**src/rtl/ahblite_decode_mux_pkg.sv**
```systemverilog
// Shared AHB-Lite encodings for the decoder/mux and its default slave:
// transfer types, response codes and default-slave FSM states.
package ahblite_decode_mux_pkg;

  localparam logic [1:0] HTRANS_IDLE   = 2'b00;
  localparam logic [1:0] HTRANS_BUSY   = 2'b01;
  localparam logic [1:0] HTRANS_NONSEQ = 2'b10;
  localparam logic [1:0] HTRANS_SEQ    = 2'b11;

  localparam logic HRESP_OKAY  = 1'b0;
  localparam logic HRESP_ERROR = 1'b1;

  typedef enum logic [1:0] {
    DS_IDLE = 2'b00,
    DS_ERR1 = 2'b01,
    DS_ERR2 = 2'b10
  } ds_state_e;

endpackage

```
**src/rtl/ahblite_default_slave.sv**
```systemverilog
// Default slave: two-cycle ERROR for active transfers to unmapped addresses,
// plus a fault address register and a saturating fault counter.
module ahblite_default_slave
  import ahblite_decode_mux_pkg::*;
(
  input  logic        hclk,
  input  logic        hresetn,
  input  logic        hready,
  input  logic        dflt,
  input  logic [1:0]  htrans,
  input  logic [31:0] haddr,
  output logic        ds_hready,
  output logic        ds_hresp,
  output logic [31:0] err_addr,
  output logic [7:0]  err_cnt
);

  ds_state_e state, state_nxt;
  logic      active;
  logic      fault;

  always_comb begin
    active = 1'b0;
    case (htrans)
      HTRANS_IDLE, HTRANS_BUSY:  active = 1'b0;
      HTRANS_NONSEQ, HTRANS_SEQ: active = 1'b1;
      default:                   active = 1'b0;
    endcase
  end

  assign fault = hready && dflt && active;

  always_ff @(posedge hclk or negedge hresetn) begin
    if (!hresetn) state <= DS_IDLE;
    else          state <= state_nxt;
  end

  always_comb begin
    state_nxt = DS_IDLE;
    ds_hready = 1'b1;
    ds_hresp  = HRESP_OKAY;
    case (state)
      DS_IDLE: state_nxt = fault ? DS_ERR1 : DS_IDLE;
      DS_ERR1: begin
        state_nxt = DS_ERR2;
        ds_hready = 1'b0;
        ds_hresp  = HRESP_ERROR;
      end
      DS_ERR2: begin
        // a new unmapped transfer may be accepted on the closing ERR2 edge
        state_nxt = fault ? DS_ERR1 : DS_IDLE;
        ds_hresp  = HRESP_ERROR;
      end
      default: state_nxt = DS_IDLE;
    endcase
  end

  always_ff @(posedge hclk or negedge hresetn) begin
    if (!hresetn) begin
      err_addr <= '0;
      err_cnt  <= '0;
    end else if (fault) begin
      err_addr <= haddr;
      if (err_cnt != 8'hFF) err_cnt <= err_cnt + 8'd1;
    end
  end

endmodule

```
**src/rtl/ahblite_decode_mux.sv**
```systemverilog
// AHB-Lite address decoder and slave-response mux for NPORT base/mask ports,
// with a registered data-phase select and a built-in default slave.
module ahblite_decode_mux
  import ahblite_decode_mux_pkg::*;
#(
  parameter int                     NPORT     = 4,
  parameter logic [NPORT*32-1:0]    PORT_BASE = {32'h40000010, 32'h40000000, 32'h20000000, 32'h00000000},
  parameter logic [NPORT*32-1:0]    PORT_MASK = {32'hFFFFFFF0, 32'hFFFFFFF0, 32'hFFFF0000, 32'hFFFF0000},
  parameter logic [NPORT-1:0]       PORT_EN   = 4'b1111
) (
  input  logic                HCLK,
  input  logic                HRESETn,
  input  logic [31:0]         HADDR,
  input  logic [1:0]          HTRANS,
  output logic [NPORT-1:0]    HSEL_O,
  input  logic [NPORT*32-1:0] HRDATA_S,
  input  logic [NPORT-1:0]    HREADYOUT_S,
  input  logic [NPORT-1:0]    HRESP_S,
  output logic [31:0]         HRDATA,
  output logic                HREADY,
  output logic                HRESP,
  output logic [31:0]         ERR_ADDR,
  output logic [7:0]          ERR_CNT
);

  logic [NPORT-1:0] match;
  logic             dflt;
  logic             hit;
  logic [NPORT:0]   sel_q;
  logic             ds_hready;
  logic             ds_hresp;

  for (genvar i = 0; i < NPORT; i++) begin : g_match
    assign match[i] = PORT_EN[i] &&
                      ((HADDR & PORT_MASK[32*i +: 32]) == PORT_BASE[32*i +: 32]);
  end

  // lowest index wins on overlapping windows
  always_comb begin
    HSEL_O = '0;
    hit    = 1'b0;
    for (int i = 0; i < NPORT; i++) begin
      if (match[i] && !hit) begin
        HSEL_O[i] = 1'b1;
        hit       = 1'b1;
      end
    end
  end

  assign dflt = ~|match;

  always_ff @(posedge HCLK or negedge HRESETn) begin
    if (!HRESETn)    sel_q <= '0;
    else if (HREADY) sel_q <= {dflt, HSEL_O};
  end

  // all-zero sel_q (only right after reset) reads as an idle OKAY bus
  always_comb begin
    HRDATA = '0;
    HREADY = 1'b1;
    HRESP  = HRESP_OKAY;
    if (sel_q[NPORT]) begin
      HREADY = ds_hready;
      HRESP  = ds_hresp;
    end
    for (int i = 0; i < NPORT; i++) begin
      if (sel_q[i]) begin
        HRDATA = HRDATA_S[32*i +: 32];
        HREADY = HREADYOUT_S[i];
        HRESP  = HRESP_S[i];
      end
    end
  end

  ahblite_default_slave u_dflt (
    .hclk      (HCLK),
    .hresetn   (HRESETn),
    .hready    (HREADY),
    .dflt      (dflt),
    .htrans    (HTRANS),
    .haddr     (HADDR),
    .ds_hready (ds_hready),
    .ds_hresp  (ds_hresp),
    .err_addr  (ERR_ADDR),
    .err_cnt   (ERR_CNT)
  );

endmodule

```
**config.mk**
```make
export PLATFORM = sky130hd
export DESIGN_NAME = ahblite_decode_mux
export DESIGN_NICKNAME = d
export VERILOG_FILES = /design/src/rtl/ahblite_decode_mux_pkg.sv /design/src/rtl/ahblite_default_slave.sv /design/src/rtl/ahblite_decode_mux.sv
export SDC_FILE = /design/constraint.sdc
export NUM_CORES = 1
export LEC_CHECK = 0
export BUFFER_PORTS_ARGS = -buffer_cell sky130_fd_sc_hd__buf_2
export CAP_MARGIN = 20
export CORE_AREA = 2 2 96 98
export DETAILED_ROUTE_END_ITERATION = 16
export DIE_AREA = 0 0 98 100
export PLACE_DENSITY = 0.74
export SYNTH_ARGS = -nofsm -noshare
export SYNTH_HDL_FRONTEND = slang
export SYNTH_HIERARCHICAL = 1
export SYNTH_SLANG_ARGS = --single-unit
export TNS_END_PERCENT = 20
```
**constraint.sdc**
```tcl
create_clock -name HCLK -period 4.96 [get_ports HCLK]
set_clock_uncertainty 0.1 [all_clocks]
set_input_delay 0.248 -clock HCLK [delete_from_list [all_inputs] [get_ports HCLK]]
set_output_delay 0.248 -clock HCLK [all_outputs]
set_load 0.02 [all_outputs]
```
==> results.md <==
* Status: finished, final reports clean
* CTS Buffer Depth at 2
* Synthesis warning total at 6
* Mapped cell area at ~3100 um2
* Top cell type's share of synthesized area at 38.4%
* H-Tree Depth at 2
* Peak supply drop at around 320 uV
* Rows at 35
* Clk_lat worst skew at 0.30 ns
* TNS Setup at 0 ns
* Max-cap violations at 0
* WP data arrival at 3.64 ns
* Area contributors post-synth: dfrtp_1, mux2_2, a221oi_1
* PortBufs at about 250
* Leakage power at 2.20 nW
* # IOs at 250
* Ys flop type: dfrtp_1
* Root buffer cell: clkbuf_8
* Remaining Overflow, GRT at 0
* First-pass GRT wire length at 16.5 mm
* Fin crit share at between 70% and 80%
* Fraction of registers with async set/reset at 100%
* TritonCTS clock tree: done
* Layout cells sized above 1 at about 56%
* Combinational power share at a little under half
* Hold WS at 0.0729 ns
* Crit. End Element: register
* Dpl hpwl at 8.35 mm
* Internal Power at 0.960 mW
* Synth Register Bits at 47
* Nets at 730
* RSZ-0062 raised after global routing: false
* Sw power at between 0.6 and 0.7 mW
* Switching Fraction at 39.3%
* Fin crit period at about 3.5 ns
* Vias per cell at 5.20
* Number of routed nets with antenna violations at 0
* Drt pass-1 iters at 6
* Pin count of the biggest net entering global routing at 71
* Post-synth top area cell: dfrtp_1
* Setup Crit Path Kind: reg -> reg
* Die outline width at between 90 and 100 um
* Total GRT Usage at 20.6%
* Finish-stage setup viols at 0
* Post-CTS Setup Bufs at 0
* Fmax at between 0.2 and 0.3 GHz
* Worst R2R Start: sel_q[2]
* Cells resized by post-CTS repair at 0
* Avg WL per Cell at ~16 um
* Vias in the first global route at 3427
* Core Footprint at 8890 um2
* Vias at approximately 3500
* Netlist cell types at 36
* Die ar. at just under 10000 um2
* Sequential share of the synthesized area at 38.4%
* Critical Path RT at roughly 5.1 ns
* Setup crit start: sel_q[2]
* Pins Over Slew Limit at 0
* Slew headroom at 32.3%
* Hold Violations, Final at 0
* Initial Util at between 30% and 40%
* Clock power frac at between 10% and 20%
* Tot Pwr at 1.58 mW
* Worst min path class: in -> reg
* GP Congestion at 0.857
* Post-Synthesis Cells at 316
* CP Max Fanout at 70
* Post-synth EDFFs at 0
* CTS Sinks at 47
* Sequential power share at 38.5%
* Slew @ Worst Pin at 1.02 ns
* Clock transition at the registers of the reported paths at around 0.080 ns
* DRC viols at 0
* Synthesized netlist net count at 494
* Worst setup SP type: register
* Initial DRC count at between 70 and 80
* Post-CTS Hold Fix Bufs at 0
* Die Y at 100 um
* Post-Route WL at around 11 mm
* Initial antenna violation count at 2
* Avg Inst Size Synth at 9.70 um2
* Hold_sp: HADDR[0]
* Area added between synthesis and finish at 47.6%
* Power Density at 350 nW/um2
* CTS buffer count at 5
[kinds of logic (layout without fill, tap and decap cells)]
group | Yosys count | in the layout | share of synthesized area, %
xor gates and xnor gates | 3 | 3 | 0.857
AOI/OAI and AO/OA | 81 | 81 | 21.0
other | 0 | 1 | 0
DFF | 47 | 47 | 38.4
and+or+nand+nor | 108 | 108 | 18.8
adders and majority gates | 6 | 6 | 2.45
buffers and inverters | 32 | 269 | 4.08
muxes | 39 | 39 | 14.4
[power by group through the flow]
stage | clock (mW) | sequential [mW] | combinational [mW]
floorplan | 0 | 0.765 | 0.300
global placement | 0 | 0.606 | 0.716
detailed placement | 0 | 0.614 | 0.738
CTS | 0.249 | 0.610 | 0.738
global route | 0.265 | 0.628 | 0.792
finish | 0.241 | 0.609 | 0.733
[metrics by stage]
step / setup slack [ns] / instances / utilization, % / area, um2
after floorplan: 2.23 / 316 / - / 3070
after global placement: 1.51 / 653 / 49.2 / 4380
after detailed placement: 1.37 / 654 / 49.5 / 4400
after CTS: 1.37 / 662 / 50.6 / 4490
after global routing: 1.19 / 664 / 50.9 / 4520
final: 1.41 / 665 / 50.9 / 4530
[layout by cell type, fill, tap and decap left out, types with 6 or more instances in the layout]
cell type and count:
ha_1 6, nor4_1 7, nand2_1 39, dfrtp_1 45, buf_2 248, nor3_1 6
a21oi_1 9, nor2_1 6, o31ai_1 30, mux2_2 38, inv_1 7, a221oi_1 31
clkbuf_8 6, nor2b_1 32
[state kept, by name (all words and copies together) (netlist names)]
name / flops
sel_q: 5
u_dflt/state: 2
u_dflt/err_cnt: 8
u_dflt/err_addr: 32
[worst max-delay path, cell delays in order (launching register included)]
cell and delay (ns):
dfrtp_2 0.74, or4_4 0.70, a31oi_4 0.27, and3_1 0.74
nand4_1 0.27, nor3_1 0.23, mux2_2 0.35
[path summary, 6_finish.rpt]
kind / endpoint / cells after the start / slack, ns
hold reg to reg: u_dflt/err_addr[11] / 1 / 0.41
max in group asynchronous: sel_q[2] / 3 / 4.05
setup / recovery: u_dflt/err_cnt[7] / 6 / 1.41
setup reg to reg: u_dflt/err_cnt[7] / 6 / 1.41
hold / removal: u_dflt/err_addr[0] / 2 / 0.07
min in group asynchronous: u_dflt/err_cnt[2] / 2 / 0.23
[cell type report]
class | count | area (um2)
Clock buffer | 7 | 86.3
Timing Repair Buffer | 254 | 1320
Inverter | 7 | 26.3
Fill cell | 858 | 4360
Tap cell | 111 | 139
Sequential cell | 47 | 1180
Clock inverter | 1 | 5.00
Antenna cell | 1 | 2.50
Multi-Input combinational cell | 237 | 1770
[synth_stat cells (4+ instances only)]
master	instances
nor3_1	6
clkbuf_1	21
ha_1	6
a221oi_1	31
nor4_1	7
nor2_1	6
nor2b_1	33
dfrtp_1	47
inv_1	7
o31ai_1	30
nand2_1	39
a21oi_1	9
mux2_2	38
buf_2	4
[layer usage]
layer | track usage (%) | part of all wire [%]
met5 | 0 | 0.12
met4 | 6.84 | 2.3
met3 | 5.57 | 9.2
met2 | 37.5 | 51
met1 | 23.5 | 37
Power figures use the tool's default switching activity.
